**src/rtl/mem_arbiter_if.sv**
```systemverilog
// mem_arbiter_if: bundles the fetch port, the data port and the memory-side
// bus of mem_arbiter.
//   slave  : arbiter side (takes requests and mem_rdata, drives acks/rdata/err and memory controls)
//   master : environment side (requesters plus the memory model)
// Fetch:  i_req, i_addr -> i_ack, i_rdata, i_err
// Data:   d_req, d_wr, d_addr, d_wdata -> d_ack, d_rdata, d_err
// Memory: mem_enable, mem_wr, mem_addr, mem_wdata -> mem_rdata (combinational read)
interface mem_arbiter_if #(
    parameter int ADDR_WIDTH = 16
);
    logic                  i_req;
    logic [ADDR_WIDTH-1:0] i_addr;
    logic                  i_ack;
    logic [15:0]           i_rdata;
    logic                  i_err;

    logic                  d_req;
    logic                  d_wr;
    logic [ADDR_WIDTH-1:0] d_addr;
    logic [15:0]           d_wdata;
    logic                  d_ack;
    logic [15:0]           d_rdata;
    logic                  d_err;

    logic                  mem_enable;
    logic                  mem_wr;
    logic [ADDR_WIDTH-1:0] mem_addr;
    logic [15:0]           mem_wdata;
    logic [15:0]           mem_rdata;

    modport slave (
        input  i_req, i_addr, d_req, d_wr, d_addr, d_wdata, mem_rdata,
        output i_ack, i_rdata, i_err, d_ack, d_rdata, d_err,
               mem_enable, mem_wr, mem_addr, mem_wdata
    );

    modport master (
        output i_req, i_addr, d_req, d_wr, d_addr, d_wdata, mem_rdata,
        input  i_ack, i_rdata, i_err, d_ack, d_rdata, d_err,
               mem_enable, mem_wr, mem_addr, mem_wdata
    );
endinterface

```
**src/rtl/mem_arbiter.sv**
```systemverilog
// mem_arbiter: shares one single-ported 16-bit memory between a read-only
// fetch port and a read/write data port. One access is outstanding at a time;
// each access holds mem_enable for WAIT_CYCLES cycles and a store raises
// mem_wr only in the last of them, so exactly one write edge lands.
// Ports:
//   clk  - rising-edge clock
//   rst  - asynchronous active-high reset
//   bus  - mem_arbiter_if.slave (fetch port, data port, memory bus)
//   busy - high whenever the FSM is not IDLE
// Optional feature: define MEM_ALIGN_CHECK_EN to reject odd addresses
// (no memory cycle, ack+err together, loads return 0). Without it the
// err outputs stay 0 and odd addresses go to memory unchanged.
module mem_arbiter #(
    parameter int ADDR_WIDTH  = 16,
    parameter int WAIT_CYCLES = 2
) (
    input  logic            clk,
    input  logic            rst,
    mem_arbiter_if.slave    bus,
    output logic            busy
);
    localparam int             CW       = $clog2(WAIT_CYCLES + 1);
    localparam logic [CW-1:0]  CNT_LAST = CW'(WAIT_CYCLES - 1);
    localparam logic           PORT_I   = 1'b0;
    localparam logic           PORT_D   = 1'b1;

    typedef enum logic [1:0] {IDLE, ACCESS, DONE} state_t;

    typedef struct packed {
        logic                  id;     // PORT_I / PORT_D
        logic                  wr;
        logic [ADDR_WIDTH-1:0] addr;
        logic [15:0]           wdata;
    } req_t;

    state_t        state, state_nx;
    req_t          pick, lat;
    logic [CW-1:0] cnt;
    logic          last_grant;
    logic          any_req;
    logic          skip;       // granted request bypasses the memory cycle
    logic [15:0]   i_rdata_q, d_rdata_q;

    // Arbitration: with both ports requesting, the one not served last wins.
    always_comb begin
        pick       = '0;
        any_req    = bus.i_req | bus.d_req;
        pick.id    = (bus.d_req & (~bus.i_req | (last_grant == PORT_I))) ? PORT_D : PORT_I;
        pick.wr    = (pick.id == PORT_D) & bus.d_wr;
        pick.addr  = (pick.id == PORT_D) ? bus.d_addr : bus.i_addr;
        pick.wdata = (pick.id == PORT_D) ? bus.d_wdata : 16'h0000;
`ifdef MEM_ALIGN_CHECK_EN
        skip       = pick.addr[0];
`else
        skip       = 1'b0;
`endif
    end

    always_ff @(posedge clk or posedge rst) begin
        if (rst) state <= IDLE;
        else     state <= state_nx;
    end

    always_comb begin
        state_nx = state;
        case (state)
            IDLE:    if (any_req) state_nx = skip ? DONE : ACCESS;
            ACCESS:  if (cnt == '0) state_nx = DONE;
            DONE:    state_nx = IDLE;
            default: state_nx = IDLE;
        endcase
    end

    // Request latch, wait counter, grant history and read-data registers.
    always_ff @(posedge clk or posedge rst) begin
        if (rst) begin
            lat        <= '0;
            cnt        <= '0;
            last_grant <= PORT_I;
            i_rdata_q  <= '0;
            d_rdata_q  <= '0;
        end else if (state == IDLE && any_req) begin
            lat        <= pick;
            cnt        <= CNT_LAST;
            last_grant <= pick.id;
            // Rejected load returns zero alongside its ack.
            if (skip && !pick.wr) begin
                if (pick.id == PORT_D) d_rdata_q <= '0;
                else                   i_rdata_q <= '0;
            end
        end else if (state == ACCESS) begin
            if (cnt != '0) begin
                cnt <= cnt - 1'b1;
            end else if (!lat.wr) begin
                if (lat.id == PORT_D) d_rdata_q <= bus.mem_rdata;
                else                  i_rdata_q <= bus.mem_rdata;
            end
        end
    end

    // Memory controls are forced to zero outside ACCESS; because they are
    // decoded from state, an async reset drops mem_wr before the next edge.
    always_comb begin
        bus.mem_enable = 1'b0;
        bus.mem_wr     = 1'b0;
        bus.mem_addr   = '0;
        bus.mem_wdata  = '0;
        bus.i_ack      = 1'b0;
        bus.d_ack      = 1'b0;
        bus.i_err      = 1'b0;
        bus.d_err      = 1'b0;
        busy           = (state != IDLE);
        case (state)
            ACCESS: begin
                bus.mem_enable = 1'b1;
                bus.mem_wr     = lat.wr & (cnt == '0);
                bus.mem_addr   = lat.addr;
                bus.mem_wdata  = lat.wdata;
            end
            DONE: begin
                bus.i_ack = (lat.id == PORT_I);
                bus.d_ack = (lat.id == PORT_D);
`ifdef MEM_ALIGN_CHECK_EN
                bus.i_err = (lat.id == PORT_I) & lat.addr[0];
                bus.d_err = (lat.id == PORT_D) & lat.addr[0];
`endif
            end
            default: ;
        endcase
    end

    assign bus.i_rdata = i_rdata_q;
    assign bus.d_rdata = d_rdata_q;
endmodule

```
**src/flat_wrapper.sv**
```systemverilog
// flat-port wrapper written by rule: the top's interface ports become plain ports
module mem_arbiter_flat 
#(
    parameter int ADDR_WIDTH  = 16,
    parameter int WAIT_CYCLES = 2
)
  (clk, rst, busy, bus_i_req, bus_i_addr, bus_d_req, bus_d_wr, bus_d_addr, bus_d_wdata, bus_mem_rdata, bus_i_ack, bus_i_rdata, bus_i_err, bus_d_ack, bus_d_rdata, bus_d_err, bus_mem_enable, bus_mem_wr, bus_mem_addr, bus_mem_wdata);
  mem_arbiter_if #(.ADDR_WIDTH(ADDR_WIDTH)) bus_i ();
  input  logic clk;
  input  logic rst;
  output logic busy;
  input wire logic [$bits(bus_i.i_req)-1:0] bus_i_req;
  input wire logic [$bits(bus_i.i_addr)-1:0] bus_i_addr;
  input wire logic [$bits(bus_i.d_req)-1:0] bus_d_req;
  input wire logic [$bits(bus_i.d_wr)-1:0] bus_d_wr;
  input wire logic [$bits(bus_i.d_addr)-1:0] bus_d_addr;
  input wire logic [$bits(bus_i.d_wdata)-1:0] bus_d_wdata;
  input wire logic [$bits(bus_i.mem_rdata)-1:0] bus_mem_rdata;
  output wire logic [$bits(bus_i.i_ack)-1:0] bus_i_ack;
  output wire logic [$bits(bus_i.i_rdata)-1:0] bus_i_rdata;
  output wire logic [$bits(bus_i.i_err)-1:0] bus_i_err;
  output wire logic [$bits(bus_i.d_ack)-1:0] bus_d_ack;
  output wire logic [$bits(bus_i.d_rdata)-1:0] bus_d_rdata;
  output wire logic [$bits(bus_i.d_err)-1:0] bus_d_err;
  output wire logic [$bits(bus_i.mem_enable)-1:0] bus_mem_enable;
  output wire logic [$bits(bus_i.mem_wr)-1:0] bus_mem_wr;
  output wire logic [$bits(bus_i.mem_addr)-1:0] bus_mem_addr;
  output wire logic [$bits(bus_i.mem_wdata)-1:0] bus_mem_wdata;
  assign bus_i.i_req = bus_i_req;
  assign bus_i.i_addr = bus_i_addr;
  assign bus_i.d_req = bus_d_req;
  assign bus_i.d_wr = bus_d_wr;
  assign bus_i.d_addr = bus_d_addr;
  assign bus_i.d_wdata = bus_d_wdata;
  assign bus_i.mem_rdata = bus_mem_rdata;
  assign bus_i_ack = bus_i.i_ack;
  assign bus_i_rdata = bus_i.i_rdata;
  assign bus_i_err = bus_i.i_err;
  assign bus_d_ack = bus_i.d_ack;
  assign bus_d_rdata = bus_i.d_rdata;
  assign bus_d_err = bus_i.d_err;
  assign bus_mem_enable = bus_i.mem_enable;
  assign bus_mem_wr = bus_i.mem_wr;
  assign bus_mem_addr = bus_i.mem_addr;
  assign bus_mem_wdata = bus_i.mem_wdata;
  mem_arbiter #(.ADDR_WIDTH(ADDR_WIDTH), .WAIT_CYCLES(WAIT_CYCLES)) u_core (.clk(clk), .rst(rst), .bus(bus_i), .busy(busy));
endmodule
```
**config.mk**
```make
export PLATFORM = sky130hd
export DESIGN_NAME = mem_arbiter_flat
export DESIGN_NICKNAME = d
export VERILOG_FILES = /design/src/rtl/mem_arbiter_if.sv /design/src/rtl/mem_arbiter.sv /design/src/flat_wrapper.sv
export SDC_FILE = /design/constraint.sdc
export NUM_CORES = 1
export LEC_CHECK = 0
export BUFFER_PORTS_ARGS = -buffer_cell sky130_fd_sc_hd__buf_4
export CAP_MARGIN = 20
export CELL_PAD_IN_SITES_DETAIL_PLACEMENT = 0
export CELL_PAD_IN_SITES_GLOBAL_PLACEMENT = 1
export CORE_ASPECT_RATIO = 0.7
export CORE_MARGIN = 5
export CORE_UTILIZATION = 28
export CTS_BUF_LIST = sky130_fd_sc_hd__clkbuf_8
export CTS_CLUSTER_SIZE = 25
export DETAILED_ROUTE_END_ITERATION = 7
export PLACE_DENSITY_LB_ADDON = 0.1
export SLEW_MARGIN = 30
export SYNTH_ARGS = -nofsm -noshare
export SYNTH_HDL_FRONTEND = slang
export SYNTH_SLANG_ARGS = --single-unit
```
**constraint.sdc**
```tcl
create_clock -name clk -period 2 [get_ports clk]
set_input_delay 0.2 -clock clk [delete_from_list [all_inputs] [get_ports clk]]
set_output_delay 0.2 -clock clk [all_outputs]
set_load 0.005 [all_outputs]
```
# ---- After elaboration in Yosys (flattened, before gate mapping)
# Index checks and enable logic that the tools add are counted.
dict set report classes {
  addsub 1
  n_mul 0
  div 0
  magnitude_cmp 0
  n_eq_ne 4
  shift 0
  n_mux 15
  bitwise 10
  reduce_logical 11
}
# op n
set op_table {}
lappend op_table {{2-to-1 mux 16 bit} 4}
lappend op_table {{2-to-1 mux 2 bit} 5}
lappend op_table {{AND reduction 5 bit} 2}
lappend op_table {{nonzero test 2 bit} 4}
lappend op_table {{2-to-1 mux 1 bit} 5}
lappend op_table {{inverter 1 bit} 5}
lappend op_table {{logical NOT 2 bit} 2}
lappend op_table {{inequality test 2 x 1 -> 1 bit, second input constant} 2}
lappend op_table {{one-hot mux 2 bit (2 select lines)} 1}
lappend op_table {{AND reduction 2 bit} 2}
lappend op_table {{bitwise AND 1 bit} 3}
lappend op_table {{== test 2 x 1 -> 1 bit, second input constant} 1}
lappend op_table {{== test 2 bit, second input constant} 1}
lappend op_table {{bitwise OR 1 bit} 2}
lappend op_table {{subtractor 2 x 1 -> 2 bit, second input constant} 1}
lappend op_table {{logical AND 1 bit} 1}
dict set report totals {
  register_bits 70
  latchBits 0
  mem_bits_rw 0
  rom_bits 0
  word_cells 49
  n_memories 0
}

# ---- Depth between registers and ports, before layout
# Gate-level depths: netlist (run 1).
dict set report depth {
  ltp_word 5
  ltp_mapped 7
  mapped_depth_nobuf 5
}

# ---- Worst setup path after synthesis (run 1)
# No wires, ideal clock.
dict set report synth_path {
  path_kind {register to register}
  startpoint {register u_core.cnt[0]}
  endpoint {register u_core.d_rdata_q[0], in the netlist u_core.bus.d_rdata[0]}
  arrival_time_ns 1.737
  setup_slack_ns 0.138
  path_stages_with_launch 8
  period_less_slack_ns 1.862
  path_cell_list {dfrtp_1 inv_1 ha_1 nand2_2 or4b_1 buf_6 buf_12 mux2_4}
}
dict set report synth_via {
  elab_chain_cells 3
}
# item line_no
set synth_lines {}
lappend synth_lines {{start: declaration} mem_arbiter.sv:38} ;# logic [CW-1:0] cnt;
lappend synth_lines {{start signal: assignment} mem_arbiter.sv:93} ;# cnt <= cnt - 1'b1;
lappend synth_lines {{nonzero test 2 bit} mem_arbiter.sv:92} ;# if (cnt != '0) begin
lappend synth_lines {{inverter 1 bit (no line)} --}
lappend synth_lines {{AND reduction 5 bit (no line)} --}
lappend synth_lines {{end signal: assignment} mem_arbiter.sv:95} ;# if (lat.id == PORT_D) d_rdata_q <= bus.mem_rdata;
lappend synth_lines {{end: declaration} mem_arbiter.sv:42} ;# logic [15:0] i_rdata_q, d_rdata_q;
# No other way between the ends.
# A chain may end at the register's enable or synchronous reset.

# ---- Worst setup path after layout (run 1)
dict set report layout_path {
  startpoint {register u_core.cnt[0]}
  endpoint {register u_core.d_rdata_q[1], in the netlist u_core.bus.d_rdata[1]}
}
# Same word-level chain as after synthesis.

==> metrics.cfg, run 1 <==
[status]
status=complete, no violations

[routing]
highest_layer=met4
wl_met2_mm=3.88
ant_nets=0
dr.pass1.iters=4
dr_wl_met3_um=649
routed_wl_mm=8.11
vias=2244
wire_per_inst_um=15.4
drc=0
wl_met1_mm=3.50
viasPerCell=4.27
drt_iter0_drc=70

[placement]
place_inst=509
dp_hpwl_mm=5.96
post_dp_cell_area_mm2=0.00443
io_buffers=137
gp_congestion=0.673

[setup_path]
cp.arrival_ns=2.06
critical_path_required_ns=2.23
end_kind=flop
reg2reg_depth=6
rrSetupSlack_ns=0.16
rr_startpoint=u_core.cnt[0]$_DFFE_PP0P_
worstPathMaxFanout=16
worstSetupPathType=reg2reg
r2r_end=u_core.bus.d_rdata[1]$_DFFE_PP0P_
start_kind=flop

[logic_synthesis]
yosysUniqueCellTypes=28
yosys.area.top_type=dfrtp_1
synth_compound_area_frac=0.0606
synth-xor-area-share=0.00279
synthAdderAreaFrac=0.00398
syn_area_mm2=0.00314
avgSynthCellArea_um2=14.0
synth_top_area_frac=0.558
synth_top_family_by_area=multiplexers
seq_area_frac_synth=0.558
ys_ff_latch=70
synthMuxAreaShare=0.241
yosys-top-cells-area=dfrtp_1 (56%), mux2_2 (19%), and2_1 (6.6%)
yosys.area_share.simple=0.0932
synth_warnings=0
synth_cells=224

[die]
design.core.area_mm2=0.0110
dieArea_mm2=0.0135
die_w_um=137
io_pins=140
die_y_um=98.6
rows=32
initial_core_util=0.285

[clocking]
clockRootBuffer=clkbuf_8
clk_pin_slew_ns=0.07
clk_path_buf_depth=2
htree_num_levels=3
tritoncts=done
insertion_delay_ns=0.34
post_cts_buffers=0
cts_sinks=70
cts_buffers=9

[sta]
finClkSkew_ns=0.00476
tightest_slew_ns=0.618
setup_tns_ns=0
final.min_clock_period_ns=1.84
slew_headroom=0.587
setup_viol=0
finalHoldViolCount=0
slew_viol_final=0
post-route-period-util=0.918
rsz0062_at_grt=no
max_freq_ghz=0.544

[finish]
finish.utilization=0.420
synthToLayoutAreaGrowth_pct=47.2
design_area_mm2=0.00462
final_cells=526
nNetsFinal=438
drive_above_1_share=0.627
antenna_cells=0

[global_route]
overflow=0
grt_util_all_layers=0.123
grt_max_degree=47
first_global_vias=2401
antenna_found_initial=0
grt_pass1_wl_mm=12.9

[min_path]
hold_start=bus_d_wdata[2]
hold_path_class=in2reg
hold-path-cell-count=2
hold_end=u_core.lat[2]$_DFFE_PP0P_

[pwr]
powerDensity_mw_per_mm2=1460
power_mw=6.75
ir_worst_vdd_mv=0.660
total_leakage_power_nw=2.28

[run]
cap_viol_max_count=0

## layout make-up
class | instances | area [um^2]
flip-flops and latches | 70 | 1750
clock buffers | 9 | 124
multi-input cells | 135 | 1300
inverters | 4 | 15.0
clock inverters | 7 | 57.6
well taps | 153 | 191
fillers | 1066 | 6390
repair buffers | 148 | 1180
## stage by stage
stage	setup slack, ns	hold slack (ns)
final	0.163	0.0809
after global routing	0.0912	0.0528
after global placement	0.187	0.322
after detailed placement	0.163	0.307
after CTS	0.0339	0.0520
after floorplan	0.0318	0.340
## how the worst max path moves through the flow
stage	from	to	slack, ns	cells past startpoint
after floorplan	rst	u_core.bus.d_rdata[0]$_DFFE_PP0P_	0.03	1
after global placement	u_core.cnt[0]$_DFFE_PP0P_	u_core.bus.d_rdata[12]$_DFFE_PP0P_	0.19	6
after detailed placement	u_core.cnt[0]$_DFFE_PP0P_	u_core.bus.d_rdata[13]$_DFFE_PP0P_	0.16	6
after CTS	u_core.state[1]$_DFFE_PP0P_	bus_mem_wdata[13]	0.03	5
after global routing	u_core.cnt[0]$_DFFE_PP0P_	u_core.bus.d_rdata[4]$_DFFE_PP0P_	0.09	6
final	u_core.cnt[0]$_DFFE_PP0P_	u_core.bus.d_rdata[1]$_DFFE_PP0P_	0.16	6
## cells in the mapped netlist
master and number:
a21boi_2 1, a21o_1 1, a22o_1 17, and2_1 33, and3_1 1, and3b_2 1, buf_12 1, buf_2 4
buf_4 3, buf_6 2, clkbuf_1 6, conb_1 1, dfrtp_1 70, ha_1 1, inv_1 4, mux2_2 54
mux2_4 10, nand2_1 2, nand2_2 1, nor2b_1 2, nor3b_1 2, nor4_2 1, o211a_1 1, o21ai_0 1
o21bai_1 1, or2_2 1, or4b_1 1, xnor2_1 1
## cells in the final DEF (no fill, tap or decap), types with 2 or more instances in the layout
cell type,Yosys,layout
clkbuf_8,0,9
clkinv_2,0,4
dfrtp_1,70,70
a22o_1,17,17
mux2_2,54,54
and2_1,33,33
nand2_1,2,2
mux2_4,10,10
buf_4,3,142
inv_1,4,5
buf_12,1,4
conb_1,1,2
nor3b_1,2,2
## worst max-delay path, stage by stage (launching register included)
cell and delay [ns]:
dfrtp_1 0.39, inv_1 0.06, ha_1 0.17, nand2_2 0.08
or4b_1 0.53, buf_12 0.19, mux2_4 0.30
## routing by layer
metal | global-route usage | up-vias
met5 | 0 | -
met4 | 0.0372 | 0
met3 | 0.0474 | 8
met2 | 0.199 | 71
met1 | 0.151 | 1100
li1 | - | 1065
## flip-flops by register name, summed over array words and instances, names as in the netlist
name                cells
u_core.bus.i_rdata     16
u_core.state            2
u_core.lat             34
u_core.cnt              2
u_core.bus.d_rdata     16
## where the power goes
group          internal [mW]  leakage, nW  switching (mW)
clock network          0.558        0.105           0.503
registers               2.09        0.847           0.366
logic                   2.04         1.33            1.19
total                   4.69         2.28            2.06
## logic make-up after synthesis
| family | after synthesis |
|---|---|
| AOI/OAI and AO/OA | 22 |
| xor gates and xnor gates | 1 |
| buffers and inverters | 20 |
| DFF | 70 |
| muxes | 64 |
| and+or+nand+nor | 45 |
| adders and majority gates | 1 |
| other | 1 |
## repair_timing
item,CTS,global route
endpoints found under the hold margin,24,0
hold buffers,1,0
endpoints found under the setup margin,0,12
gates resized for setup,0,1
No activity file was read; power rests on OpenSTA's default activity.
==> run 2, diff against run 1 <==
PLACE_DENSITY = 0.73   (was unset)
PLACE_DENSITY_LB_ADDON = unset   (was 0.1)
==> metrics.cfg, run 2 (synthesis results as in run 1) <==
[finish]
regMostFlops=u_core.lat
final_common_cell=buf_4
synthToLayoutAreaGrowth_pct=47.6
nNetsFinal=440
finish.utilization=0.421
fill_cells=1039
antenna_cells=0
design_area_mm2=0.00463
largest_register_ffs=34
layout_common_cells=buf_4 (147), dfrtp_1 (70), mux2_2 (54)
drive_above_1_share=0.632
final_cells=528

[setup_path]
cp_top_family=simple AND/OR/NAND/NOR gates
path_cells=inv_1, ha_1, nand2_2, or4b_1, buf_4, mux2_4
start_kind=flop
worstSetupPathType=reg2reg
rrSetupSlack_ns=0.17
reg2reg_depth=6
crit_start=u_core.cnt[0]$_DFFE_PP0P_
rr_startpoint=u_core.cnt[0]$_DFFE_PP0P_
r2r_end=u_core.bus.d_rdata[14]$_DFFE_PP0P_
crit_slowest_cell=or4b_1
cpPeakStageDelay_ns=0.46
critical_path_required_ns=2.24
path_buf_inv=2
cp.arrival_ns=2.08
worstPathMaxFanout=16
end_kind=flop
crit_cells=6

[routing]
drc=0
drt_iter0_drc=29
wire_per_inst_um=15.1
dr.pass1.iters=4
routed_wl_mm=7.98
viasPerCell=4.27
vias=2257
ant_nets=0

[clocking]
clk_pin_slew_ns=0.08
cts_buffers=9
tritoncts=done
cts_sinks=70
insertion_delay_ns=0.35
htree_num_levels=3
clockRootBuffer=clkbuf_8
post_cts_buffers=0
clk_path_buf_depth=2

[global_route]
grt_pass1_wl_mm=12.8
overflow=0
grt_max_degree=71
antenna_found_initial=0
grt_util_all_layers=0.122
first_global_vias=2504

[pwr]
ir_worst_vdd_mv=0.527
power_mw=6.92
powerDensity_mw_per_mm2=1490
total_leakage_power_nw=2.28

[sta]
finClkSkew_ns=0.00763
setup_viol=0
slew_viol_final=0
post-route-period-util=0.917
rsz0062_at_grt=no
tightest_slew_ns=0.529
holdWs_ns=0.0714
slew_headroom=0.646
finalHoldViolCount=0
setup_tns_ns=0
final.min_clock_period_ns=1.83
fin_ws_ns=0.167
max_freq_ghz=0.545

[placement]
dp_hpwl_mm=5.90
post_dp_cell_area_mm2=0.00438
dp_slack_ns=0.158
io_buffers=137
place_inst=510
gp_congestion=0.799

[min_path]
hold_start=bus_d_wr
hold_path_class=in2reg
hold-path-cell-count=2
hold_end=u_core.lat[32]$_DFFE_PP0P_

[die]
rows=32
initial_core_util=0.285
die_y_um=98.6
design.core.area_mm2=0.0110
die_w_um=137
io_pins=140
dieArea_mm2=0.0135

[run]
cap_viol_max_count=0

[status]
status=complete, no violations

==> run 2: how the worst max path moves through the flow <==
stage                                    endpoint  slack, ns
4_1_cts        u_core.bus.d_rdata[14]$_DFFE_PP0P_       0.15
6_report       u_core.bus.d_rdata[14]$_DFFE_PP0P_       0.17
2_1_floorplan   u_core.bus.d_rdata[0]$_DFFE_PP0P_       0.03
5_1_grt        u_core.bus.d_rdata[14]$_DFFE_PP0P_       0.06
3_3_place_gp   u_core.bus.d_rdata[13]$_DFFE_PP0P_       0.18
3_5_place_dp    u_core.bus.d_rdata[3]$_DFFE_PP0P_       0.16
==> run 2: cell type report <==
type / instances / area, um^2 / share of cell area
clock inverter: 7 / 96.3 / 0.0208
sequential: 70 / 1750 / 0.378
timing repair buffer: 150 / 1160 / 0.251
multi-input combinational: 135 / 1290 / 0.279
clock buffer: 9 / 124 / 0.0267
inverter: 4 / 15.0 / 0.00324
tap: 153 / 191 / 0.0413
==> run 2: repair_timing <==
item	4_1_cts	5_1_grt
hold buffers	1	0
endpoints found under the hold margin	70	0
gates resized for setup	0	0
setup endpoints to repair	0	0
==> run 2: worst register-to-register path, stage by stage (launching register included) <==
cell and delay (ns):
dfrtp_1 0.39, inv_1 0.06, ha_1 0.18, nand2_2 0.08
or4b_1 0.46, buf_4 0.23, mux2_4 0.33
==> run 2: power breakdown <==
part | switching [mW] | internal, mW | total (mW) | leakage (nW)
clock network | 0.566 | 0.706 | 1.27 | 0.108
registers | 0.385 | 2.09 | 2.48 | 0.847
logic | 1.18 | 2.00 | 3.17 | 1.32
total | 2.13 | 4.80 | 6.92 | 2.28
==> run 2: per-layer routing <==
layer  share of wire  global-route usage
met3            0.13              0.0663
met4           0.014              0.0418
met1            0.46               0.163
met5               0                   0
met2            0.40               0.166
==> run 3, diff against run 2 <==
==> constraint.sdc (replaced) <==
create_clock -name clk -period 2 [get_ports clk]
set_input_delay 0.3 -clock clk [delete_from_list [all_inputs] [get_ports clk]]
set_output_delay 0.3 -clock clk [all_outputs]
set_load 0.005 [all_outputs]
==> metrics.cfg, run 3 (synthesis results as in run 1) <==
[status]
status=complete, no violations

[global_route]
grt_util_all_layers=0.126
first_global_vias=2476
overflow=0
grt_max_degree=71
grt_pass1_wl_mm=13.1
antenna_found_initial=0

[run]
cap_viol_max_count=0

[setup_path]
cp.arrival_ns=2.08
crit_slowest_cell=or4b_1
end_kind=flop
worstSetupPathType=reg2reg
path_cells=inv_1, ha_1, nand2_2, or4b_1, buf_4, mux2_4
cpPeakStageDelay_ns=0.46
critical_path_required_ns=2.23
worstPathMaxFanout=16
start_kind=flop

[finish]
nNetsFinal=436
drive_above_1_share=0.632
antenna_cells=0
finish.utilization=0.419
largest_register_ffs=34
layout_common_cells=buf_4 (143), dfrtp_1 (70), mux2_2 (54)
fill_cells=1058
final_common_cell=buf_4
synthToLayoutAreaGrowth_pct=47.1
final_cells=523
regMostFlops=u_core.lat

[die]
die_y_um=98.6
die_w_um=137
rows=32
io_pins=140
dieArea_mm2=0.0135
design.core.area_mm2=0.0110
initial_core_util=0.285

[routing]
wire_per_inst_um=15.9
dr.pass1.iters=4
ant_nets=0
vias=2283
viasPerCell=4.37
drc=0
drt_iter0_drc=41
routed_wl_mm=8.33

[clocking]
ctsHoldBuffers=0
clk_path_buf_depth=2
tritoncts=done
clk_pin_slew_ns=0.08
cts_resized=0
post_cts_buffers=0
cts_buffers=9
htree_num_levels=3
clockRootBuffer=clkbuf_8
insertion_delay_ns=0.35
cts_sinks=70

[pwr]
total_leakage_power_nw=2.26
powerDensity_mw_per_mm2=1500
ir_worst_vdd_mv=0.511

[placement]
place_inst=507
io_buffers=137
dp_hpwl_mm=6.16
gp_congestion=0.735

[sta]
max_freq_ghz=0.543
tightest_slew_ns=0.825
slew_viol_final=0
slew_headroom=0.448
rsz0062_at_grt=no
setup_viol=0
finClkSkew_ns=0.00684
post-route-period-util=0.921
setup_tns_ns=0
final.min_clock_period_ns=1.84
finalHoldViolCount=0

[min_path]
hold_path_class=in2async

## run 3: stage by stage
step / hold slack, ns / total power [mW] / instance area, um^2 / worst slack, ns
after CTS: 0.0513 / 7.00 / 4590 / 0.151
final: 0.0503 / 6.92 / 4620 / 0.158
after global routing: 0.0642 / 7.44 / 4620 / 0.0595
after detailed placement: 0.439 / 5.68 / 4370 / 0.163
after global placement: 0.435 / 5.61 / 4370 / 0.170
after floorplan: 0.440 / 4.07 / 3150 / 0.138
## run 3: path summary, 6_finish.rpt
check	startpoint	to	slack [ns]	cells past startpoint
hold reg to reg	u_core.lat[2]$_DFFE_PP0P_	u_core.lat[2]$_DFFE_PP0P_	0.49	1
setup reg to reg	u_core.cnt[0]$_DFFE_PP0P_	u_core.bus.d_rdata[0]$_DFFE_PP0P_	0.16	6
hold / removal	rst	u_core.bus.d_rdata[3]$_DFFE_PP0P_	0.05	3
max in group asynchronous	rst	u_core.lat[30]$_DFFE_PP0P_	1.65	3
setup / recovery	u_core.cnt[0]$_DFFE_PP0P_	u_core.bus.d_rdata[0]$_DFFE_PP0P_	0.16	6
min in group clk	bus_d_wdata[7]	u_core.lat[7]$_DFFE_PP0P_	0.18	2
## run 3: area by class of cell
cell class                 count  area, um^2  area share
clock inverter                 5        82.6      0.0179
inverter                       4        18.8     0.00406
multi-input combinational    135        1290       0.280
sequential                    70        1750       0.379
timing repair buffer         146        1140       0.247
tap                          153         191      0.0415
clock buffer                  10         138      0.0298
## run 3: worst max-delay path: cells and delay by family, from the launching register on
kind                       cells  cell delay (ns)
adders and majority gates      1             0.17
DFF                            1             0.39
and+or+nand+nor                2             0.54
muxes                          1             0.32
buffers and inverters          2             0.30
## run 3: routing by layer
metal	track usage	share of wire	wire length, um
met5	0	0	0
met3	0.0781	0.13	1100
met1	0.155	0.44	3630
met4	0.0372	0.012	98
met2	0.184	0.42	3500
## run 3: power by group
group / leakage, nW / switching [mW] / internal, mW
combinational: 1.30 / 1.17 / 1.99
sequential: 0.847 / 0.392 / 2.09
clock: 0.113 / 0.543 / 0.734
